===== src/rtl/seg_dec_pkg.sv =====
// Shared constants for the scanned 7-segment receive path: digit count,
// active-low segment patterns {g..a} and the scan FSM state type.
package seg_dec_pkg;

    localparam int NUM_DIGITS = 6;

    localparam logic [6:0] SEG_0     = 7'h40;
    localparam logic [6:0] SEG_1     = 7'h79;
    localparam logic [6:0] SEG_2     = 7'h24;
    localparam logic [6:0] SEG_3     = 7'h30;
    localparam logic [6:0] SEG_4     = 7'h19;
    localparam logic [6:0] SEG_5     = 7'h12;
    localparam logic [6:0] SEG_6     = 7'h02;
    localparam logic [6:0] SEG_7     = 7'h78;
    localparam logic [6:0] SEG_8     = 7'h00;
    localparam logic [6:0] SEG_9     = 7'h10;
    localparam logic [6:0] SEG_A     = 7'h08;
    localparam logic [6:0] SEG_B     = 7'h03;
    localparam logic [6:0] SEG_C     = 7'h46;
    localparam logic [6:0] SEG_D     = 7'h21;
    localparam logic [6:0] SEG_E     = 7'h06;
    localparam logic [6:0] SEG_F     = 7'h0E;
    localparam logic [6:0] SEG_BLANK = 7'h7F;

    typedef enum logic [1:0] {
        IDLE,
        SETTLE,
        SAMPLE,
        HOLD
    } scan_state_t;

    // True when exactly one select line is pulled low.
    function automatic logic one_hot_low(input logic [NUM_DIGITS-1:0] sel);
        int zeros;
        zeros = 0;
        for (int i = 0; i < NUM_DIGITS; i++) begin
            if (!sel[i]) zeros++;
        end
        return (zeros == 1);
    endfunction

endpackage


===== src/rtl/seg_pattern_dec.sv =====
// Combinational segment-pattern decoder: 7-bit active-low {g..a} to value.
// Hex letters A-F are only accepted when SEG_DEC_HEX_EN is defined.
module seg_pattern_dec
    import seg_dec_pkg::*;
(
    input  logic [6:0] pattern,
    output logic       legal,
    output logic       blank,
    output logic [3:0] value
);

    always_comb begin
        legal = 1'b1;
        blank = 1'b0;
        value = 4'h0;
        case (pattern)
            SEG_0:     value = 4'h0;
            SEG_1:     value = 4'h1;
            SEG_2:     value = 4'h2;
            SEG_3:     value = 4'h3;
            SEG_4:     value = 4'h4;
            SEG_5:     value = 4'h5;
            SEG_6:     value = 4'h6;
            SEG_7:     value = 4'h7;
            SEG_8:     value = 4'h8;
            SEG_9:     value = 4'h9;
`ifdef SEG_DEC_HEX_EN
            SEG_A:     value = 4'hA;
            SEG_B:     value = 4'hB;
            SEG_C:     value = 4'hC;
            SEG_D:     value = 4'hD;
            SEG_E:     value = 4'hE;
            SEG_F:     value = 4'hF;
`endif
            SEG_BLANK: blank = 1'b1;
            default:   legal = 1'b0;
        endcase
    end

endmodule


===== src/rtl/seg_scan_decoder.sv =====
// Receive-side decoder for a 6-digit multiplexed 7-segment bus: samples each
// settled digit, assembles frames and reports after FRAME_MATCH repeats.
// Optional hex letter decode is enabled by defining SEG_DEC_HEX_EN.
module seg_scan_decoder
    import seg_dec_pkg::*;
#(
    parameter int SETTLE_CYC  = 8,
    parameter int FRAME_MATCH = 2,
    parameter int TIMEOUT_CYC = 2_500_000
) (
    input  logic                    clk,
    input  logic                    rst,
    input  logic [NUM_DIGITS-1:0]   seg_sel,
    input  logic [7:0]              seg_led,
    output logic [4*NUM_DIGITS-1:0] num,
    output logic                    en,
    output logic [NUM_DIGITS-1:0]   dp,
    output logic                    num_valid,
    output logic                    err,
    output logic                    stale
);

    logic [NUM_DIGITS-1:0]   sel_meta, sel_sync, sel_cur;
    logic [7:0]              led_meta, led_sync;
    scan_state_t             state, state_nxt;
    logic [7:0]              settle_cnt;
    logic [21:0]             timeout_cnt;
    logic                    timeout_hit;
    logic                    dec_legal, dec_blank;
    logic [3:0]              dec_value;
    logic [NUM_DIGITS-1:0]   mask, work_blank, work_dp, prev_blank, prev_dp;
    logic [4*NUM_DIGITS-1:0] work_num, prev_num;
    logic [3:0]              match_cnt, match_nxt;
    logic                    frame_equal;

    // Idle bus level is all-high, so the synchroniser resets to "nothing selected".
    always_ff @(posedge clk or posedge rst) begin
        if (rst) begin
            sel_meta <= '1;
            sel_sync <= '1;
            led_meta <= '1;
            led_sync <= '1;
        end else begin
            sel_meta <= seg_sel;
            sel_sync <= sel_meta;
            led_meta <= seg_led;
            led_sync <= led_meta;
        end
    end

    seg_pattern_dec u_pattern_dec (
        .pattern (led_sync[6:0]),
        .legal   (dec_legal),
        .blank   (dec_blank),
        .value   (dec_value)
    );

    always_comb begin
        state_nxt = state;
        case (state)
            IDLE:   if (one_hot_low(sel_sync)) state_nxt = SETTLE;
            SETTLE: begin
                if (sel_sync != sel_cur)
                    state_nxt = IDLE;
                else if (settle_cnt == 8'(SETTLE_CYC - 1))
                    state_nxt = SAMPLE;
            end
            SAMPLE: state_nxt = HOLD;
            HOLD: begin
                if (sel_sync != sel_cur)
                    state_nxt = one_hot_low(sel_sync) ? SETTLE : IDLE;
            end
            default: state_nxt = IDLE;
        endcase
        if (timeout_hit) state_nxt = IDLE;
    end

    // sel_cur latches the digit being settled; the counter restarts on each entry.
    always_ff @(posedge clk or posedge rst) begin
        if (rst) begin
            state      <= IDLE;
            sel_cur    <= '1;
            settle_cnt <= '0;
        end else begin
            state <= state_nxt;
            if (state_nxt == SETTLE && state != SETTLE) begin
                sel_cur    <= sel_sync;
                settle_cnt <= '0;
            end else if (state == SETTLE) begin
                settle_cnt <= settle_cnt + 8'd1;
            end
        end
    end

    assign timeout_hit = (state != SAMPLE) && (timeout_cnt == 22'(TIMEOUT_CYC - 1));

    always_ff @(posedge clk or posedge rst) begin
        if (rst)
            timeout_cnt <= '0;
        else if (state == SAMPLE)
            timeout_cnt <= '0;
        else if (timeout_cnt != 22'(TIMEOUT_CYC))
            timeout_cnt <= timeout_cnt + 22'd1;
    end

    assign err = (state == SAMPLE) && !dec_legal;

    assign frame_equal = (work_num == prev_num) && (work_blank == prev_blank) &&
                         (work_dp == prev_dp);

    always_comb begin
        if (!frame_equal)
            match_nxt = 4'd1;
        else if (match_cnt == 4'hF)
            match_nxt = 4'hF;
        else
            match_nxt = match_cnt + 4'd1;
    end

    // Frame assembly; a completed frame is evaluated in the cycle after its last
    // digit lands, which can never coincide with another SAMPLE cycle.
    always_ff @(posedge clk or posedge rst) begin
        if (rst) begin
            mask       <= '0;
            work_num   <= '0;
            work_blank <= '0;
            work_dp    <= '0;
            prev_num   <= '0;
            prev_blank <= '0;
            prev_dp    <= '0;
            match_cnt  <= '0;
            num        <= '0;
            en         <= 1'b0;
            dp         <= '0;
            num_valid  <= 1'b0;
            stale      <= 1'b1;
        end else begin
            num_valid <= 1'b0;
            if (timeout_hit) begin
                mask      <= '0;
                match_cnt <= '0;
                stale     <= 1'b1;
            end else if (state == SAMPLE) begin
                if (dec_legal) begin
                    for (int k = 0; k < NUM_DIGITS; k++) begin
                        if (!sel_cur[k]) begin
                            work_num[4*k +: 4] <= dec_value;
                            work_blank[k]      <= dec_blank;
                            work_dp[k]         <= ~led_sync[7];
                            mask[k]            <= 1'b1;
                        end
                    end
                end else begin
                    match_cnt <= '0;
                end
            end else if (mask == '1) begin
                match_cnt  <= match_nxt;
                prev_num   <= work_num;
                prev_blank <= work_blank;
                prev_dp    <= work_dp;
                mask       <= '0;
                if (match_nxt >= 4'(FRAME_MATCH)) begin
                    num       <= work_num;
                    en        <= |(~work_blank);
                    dp        <= work_dp;
                    num_valid <= 1'b1;
                    stale     <= 1'b0;
                end
            end
        end
    end

endmodule


===== config.mk =====
export PLATFORM = sky130hd
export DESIGN_NAME = seg_scan_decoder
export DESIGN_NICKNAME = d
export VERILOG_FILES = /design/src/rtl/seg_dec_pkg.sv /design/src/rtl/seg_pattern_dec.sv /design/src/rtl/seg_scan_decoder.sv
export SDC_FILE = /design/constraint.sdc
export NUM_CORES = 1
export LEC_CHECK = 0
export CAP_MARGIN = 20
export CORE_MARGIN = 1.5
export CORE_UTILIZATION = 36
export DETAILED_ROUTE_END_ITERATION = 10
export PLACE_DENSITY = 0.55
export SLEW_MARGIN = 20
export SYNTH_ARGS = -nofsm -noshare
export SYNTH_HDL_FRONTEND = slang
export SYNTH_SLANG_ARGS = --single-unit

===== constraint.sdc =====
create_clock -name clk -period 8.85 [get_ports clk]
set_clock_uncertainty 0.15 [all_clocks]
set_input_delay 1.77 -clock clk [delete_from_list [all_inputs] [get_ports clk]]
set_output_delay 1.77 -clock clk [all_outputs]
set_load 0.005 [all_outputs]

* Yosys cells after proc, flatten, opt, wreduce, memory -nomap -nowiden
Cells that the tools add are included.
Cells by class: muxes and demuxes 67, order comparisons 1, add/sub/neg operators 13, reduce and logical (&&, ||, !) cells 31, bitwise gates (word level) 10, equality and inequality tests 36
Operators by type and width (number):
- 32-bit two-way mux | 28
- 32-bit by 2-bit adder with 32-bit output, second input constant | 10
- 32-bit by 2-bit equality test with 1-bit output, second input constant | 2
- 22-bit two-way mux | 2
- 4-bit case mux with 9 select lines | 1
- 7-bit equality test, second input constant | 4
- 4-bit AND reduction | 7
- 24-bit equality test | 1
- 4-bit two-way mux | 6
- 6-bit two-way mux | 4
- 3-bit inequality test, second input constant | 8
- 3-bit AND reduction | 8
- 22-bit by 1-bit adder with 22-bit output, second input constant | 1
- 22-bit equality test, second input constant | 1
- 22-bit inequality test, second input constant | 1
- 7-bit by 5-bit equality test with 1-bit output, second input constant | 3
- 1-bit two-way mux | 18
- 8-bit two-way mux | 2
- 7-bit by 6-bit equality test with 1-bit output, second input constant | 2
- 6-bit equality test | 2
- 11-bit OR reduction | 1
- 2-bit two-way mux | 5
- 1-bit NOT | 9
- 8-bit by 1-bit adder with 8-bit output, second input constant | 1
- other kinds (21) | 31
Storage, ports and cells: bits in registers 181, output and inout bits 34

* Logic depth before layout (Yosys ltp)
depth in word-level cells 31, gate-level depth with buffers 18, depth with buffers taken out 18

* Modules after synthesis
Synthesis repeated with hierarchy kept, for this count alone.
Unflattened totals: cells, all modules 648, area, all modules 8057.7 um^2
Modules (own cells, without submodules):
- seg_scan_decoder | cells an instance 616, area an instance 7865.0 um^2, times used 1
- seg_pattern_dec | cells an instance 32, area an instance 192.7 um^2, times used 1

* Worst setup path after synthesis
No wires, ideal clock.
path kind register -> register, from reg sel_sync[0], to reg sel_cur[2], setup time 0.082 ns, path slack 4.771 ns, path buffers 1, cell stages (with the launch flop) 18, arrival 3.847 ns, clock period less this slack 4.079 ns, path through dfstp_2 > inv_1 > ha_1 > buf_2 > xnor2_1 > ha_1 > nor2b_1 > a31oi_1 > inv_1 > ha_1 > mux2i_1 > nand2_1 > ha_1 > or3b_1 > a21boi_1 > o21ai_1 > o21ai_4 > mux2_2
On the way: cells in the longest elaborated chain, start to end 30, elaborated cells on any way between the ends 50, those cells by class add/sub (10); eq/ne (4); mux (35); reduce/logical (1)
Ends and longest elaborated chain:
- from (decl) | RTL line seg_scan_decoder.sv:23 | logic [NUM_DIGITS-1:0] sel_meta, sel_sync, sel_cur;
- from (signal assigned) | RTL line seg_scan_decoder.sv:45 | sel_sync <= sel_meta;
- 1-bit two-way mux | RTL line seg_dec_pkg.sv:37 | if (!sel[i]) zeros++;
- 32-bit two-way mux | RTL line seg_scan_decoder.sv:70 | if (sel_sync != sel_cur)
- 32-bit two-way mux | RTL line seg_scan_decoder.sv:60 | case (state)
- 32-bit by 2-bit adder with 32-bit output | RTL line seg_dec_pkg.sv:37
- 32-bit two-way mux | RTL line seg_dec_pkg.sv:37
- 32-bit two-way mux | RTL line seg_scan_decoder.sv:70
- 32-bit two-way mux | RTL line seg_scan_decoder.sv:60
- 32-bit by 2-bit adder with 32-bit output | RTL line seg_dec_pkg.sv:37
- [14 not listed]
- 32-bit two-way mux | RTL line seg_scan_decoder.sv:60
- 32-bit by 2-bit equality test with 1-bit output | RTL line seg_dec_pkg.sv:39 | return (zeros == 1);
- 1-bit two-way mux | RTL line seg_scan_decoder.sv:71 | state_nxt = one_hot_low(sel_sync) ? SETTLE : IDLE;
- 2-bit two-way mux | RTL line seg_scan_decoder.sv:70
- 2-bit case mux with 4 select lines * | RTL line seg_scan_decoder.sv:60
- 2-bit two-way mux * | RTL line seg_scan_decoder.sv:75 | if (timeout_hit) state_nxt = IDLE;
- 2-bit by 1-bit equality test with 1-bit output * | RTL line seg_scan_decoder.sv:86 | if (state_nxt == SETTLE && state != SETTLE) begin
- 1-bit logical AND * | RTL line seg_scan_decoder.sv:86
- to (signal assigned) | RTL line seg_scan_decoder.sv:87 | sel_cur <= sel_sync;
- to (decl) | RTL line seg_scan_decoder.sv:23
Mark *: on every way between the ends. The rest lies on a longest branch, timed or not. The select of a mux whose other input is x is not followed. A chain may end at the register's enable or synchronous reset.

* Final worst setup path
from reg led_sync[0], to out err
On the way: cells in the longest elaborated chain, start to end 5, elaborated cells on any way between the ends 15, those cells by class eq/ne (10); mux (1); reduce/logical (4)
Ends and longest elaborated chain:
- from (decl) | RTL line seg_scan_decoder.sv:24 | logic [7:0] led_meta, led_sync;
- from (signal assigned) | RTL line seg_scan_decoder.sv:47 | led_sync <= led_meta;
- 7-bit equality test (tied with other cells) | RTL line seg_pattern_dec.sv:16 | case (pattern)
- 11-bit OR reduction (no line) *
- 1-bit two-way mux * | RTL line seg_pattern_dec.sv:16
- 1-bit logical NOT * | RTL line seg_scan_decoder.sv:106 | assign err = (state == SAMPLE) && !dec_legal;
- 1-bit logical AND * | RTL line seg_scan_decoder.sv:106
- to (decl) | RTL line seg_scan_decoder.sv:19 | output logic err,
Mark *: on every way between the ends. The rest lies on a longest branch, timed or not.

==> summary.md <==
| Metric | Value |
|---|---|
| Outcome | completed |
| Seq/Total Area, Yosys | 0.558 |
| Cell taking the most area after synthesis | dfrtp_1 |
| Grt ovf | 0 |
| Post-CTS Setup Bufs | 0 |
| Worst EP required | slightly below 7000 ps |
| Relative slew slack | 0.458 |
| Count leader, synth | dfrtp_1 |
| WS Path Type | reg2out |
| Ys flop type | dfrtp_1 |
| TritonCTS Buffers | 17 |
| Initial DRC Count | 216 |
| Post-route minimum period | about 4600 ps |
| Fin Setup TNS | 0 ps |
| Layout cells sized above 1 | 0.243 |
| Full die area | between 20000 and 25000 µm² |
| Cell family with most CP delay | simple AND/OR/NAND/NOR gates |
| # DRC | 0 |
| Wire length on met1 | roughly 7600 µm |
| Max-slew violation count | 0 |
| RR Startpoint | sel_sync[0] |
| RSZ-0062 raised after global routing | false |
| Area delta synth->final | 16.3% |
| Capture point of the worst reg-to-reg path | sel_cur[2] |
| Vias per cell | 5.00 |
| FF-to-FF path depth | 16 |
| WHS Endpoint | led_sync[4] |
| Hold Path Cell Cnt | 0 |
| Worst-path clk slew | about 60 ps |
| CTS tree | done |
| Period utilization | 0.521 |
| First-pass DRT Iterations | 4 |
| Port bufs | 49 |
| Hold Slack | roughly 210 ps |
| Synth top area share | 0.446 |
| Mapped Avg Cell Area | approximately 13 µm² |
| CP bufs+invs | 1 |
| Routed len/inst | ~16 µm |
| Fmax | about 0.22 GHz |
| All-Layer GR Usage | 0.146 |
| Warning count from the yosys run | 0 |
| Hold Startpoint | led_meta[4] |
| Hold-fix buffers at CTS | 0 |
| Max stage delay cell, worst path | dfstp_2 |
| Max-Cap Viols | 0 |
| Setup violations, final | 0 |
| Largest net degree at the start of global routing | between 100 and 150 |
| Nets | around 720 |
| Placed Cells | 965 |
| Synth cell types | between 60 and 70 |
| Crit path capture type | output pin |
| Worst slew pin tran | 813 ps |
| First-pass GRT wire length | ~27000 µm |
| Worst skew pair latency | approximately 420 ps |
| CP Launch Type | flip-flop |
| Clock Root Buffer | clkbuf_16 |
| Top cells by count, synth | 146 x dfrtp_1, 67 x mux2_2, 56 x xnor2_1 |
| Core box area | ~23000 µm² |
| Ant. Diodes | 0 |
| Row count | 55 |
| Clock Path Buffers | 2 |
| Peak VDD IR | 0.128 mV |
| Setup ws final | 4240 ps |
| GPL Wtd Cong | around 0.77 |
| Die X | about 150 µm |
| Die span in y | 154 µm |
| Post-synth ARST share | 1.00 |
| Metal2 WL | just over 8000 µm |
| Final hold vios | 0 |
| Synth Cell Area | 8200 µm² |
| Critical path cell sequence | or3b_2 > a21oi_1 > a31oi_1 > o221ai_1 > nor2_1 > clkdlybuf4s50_1 |
| Crit path DAT | 2690 ps |
| Initial antenna violation count | 0 |
| Top sig layer | met4 |
| IO Pins | 50 |
| Crit Path Max Fanout | 7 |
| Post_cts resized | 0 |
| CTS Sinks | about 180 |
| Vias in the first global route | between 5000 and 6000 |
| H-tree levels | 4 |
| Total wire length | roughly 16000 µm |
| Pwr dens | roughly 200 nW/µm² |
| Post-synth EDFFs | 0 |
| Final std cells w/o fill | 997 |
| Setup slack after placement | 4420 ps |
| Reg2reg setup slack | approximately 4400 ps |
| Min-Delay Path Class | reg2reg |
| Final ANT Viol Nets | 0 |
| Routed wire length on met3 | 386 µm |
| Initial Util | 0.364 |
| Total number of vias | 4987 |
| Dpl hpwl | 11000 µm |
| CP peak stage delay | about 600 ps |
| #FFs+latches synth | around 180 |
| Leak pwr | between 4 and 5 nW |
| Post-synthesis cell count | ~650 |
| Area contributors post-synth | dfrtp_1 45%, dfstp_2 11%, mux2_2 9.2% |
| Mapped Nets | between 600 and 700 |
[worst register-to-register path, delay by kind of cell (launching register included)]
| kind | cells | cell delay, ps |
|---|---|---|
| AO/OA/AOI/OAI | 4 | 940 |
| XOR/XNOR | 1 | 340 |
| adder cells (fa/ha/maj) | 4 | 1170 |
| buffers and inverters | 2 | 130 |
| flip-flops | 1 | 560 |
| multiplexers | 2 | 540 |
| AND/OR/NAND/NOR | 3 | 600 |
[power by group]
part	total, mW	switching, mW	internal [mW]	leakage [nW]
sequential	0.951	0.0599	0.891	2.39
combinational	0.231	0.129	0.101	1.60
clock	0.734	0.315	0.419	0.292
total	1.92	0.505	1.41	4.28
[metrics by stage]
stage | total power [mW] | instance area (µm²) | utilization
after floorplan | 1.13 | 8200 | -
after detailed placement | 1.20 | 8950 | 0.398
after global routing | 2.02 | 9540 | 0.424
after CTS | 1.94 | 9530 | 0.424
after global placement | 1.18 | 8950 | 0.398
final | 1.92 | 9540 | 0.424
[registers in the layout, indices dropped and copies added, names as in the netlist, 8 cells and up]
register	count
settle_cnt	8
timeout_cnt	22
led_sync	8
prev_num	24
led_meta	8
num	24
work_num	24
[per-layer routing]
layer	track usage	vias up
met4	0.0388	0
met1	0.185	2527
met3	0.0341	10
met2	0.248	72
met5	0	-
li1	-	2378
[cell type report]
class	instances	area, µm²
Clock buffer	24	524
Clock inverter	8	58.8
Fill cell	2069	13000
Inverter	14	60.1
Multi-Input combinational cell	432	3440
Sequential cell	181	4570
Tap cell	285	357
Timing Repair Buffer	53	520
[cell usage in the layout, fill, tap and decap left out, types with 5 or more instances in the layout]
master,n
mux2_1,5
nor3_1,7
xnor2_1,56
xor2_1,17
nor2b_1,8
nand2b_1,11
nor2_1,46
mux2_4,27
a31oi_1,6
dfstp_2,35
clkbuf_16,19
mux2_2,67
nand3b_1,6
clkdlybuf4s50_1,49
nand3_1,19
nand4_1,18
a21o_1,9
o21ai_0,18
nand2_1,28
inv_1,13
a211oi_1,5
ha_1,9
and3_1,6
a21oi_1,9
dfrtp_1,146
o31ai_1,6
[worst max-delay path by stage]
stage | from | end | slack [ps] | cells after the start
2_1_floorplan | rst | dp[0] | 2070 | 1
3_3_place_gp | sel_sync[0] | sel_cur[2] | 4570 | 16
3_5_place_dp | sel_sync[0] | sel_cur[2] | 4420 | 16
4_1_cts | led_sync[0] | err | 4200 | 6
5_1_grt | sel_sync[1] | sel_cur[2] | 4050 | 16
6_report | led_sync[0] | err | 4240 | 6
[kinds of logic after synthesis]
family | count (synthesis) | synth area share
flip-flops | 181 | 0.558
AND/OR/NAND/NOR | 175 | 0.115
multiplexers | 102 | 0.152
AO/OA/AOI/OAI | 73 | 0.0609
XOR/XNOR | 73 | 0.0780
buffers and inverters | 35 | 0.0226
adder cells (fa/ha/maj) | 9 | 0.0137
(Power assumes the default switching activity.)
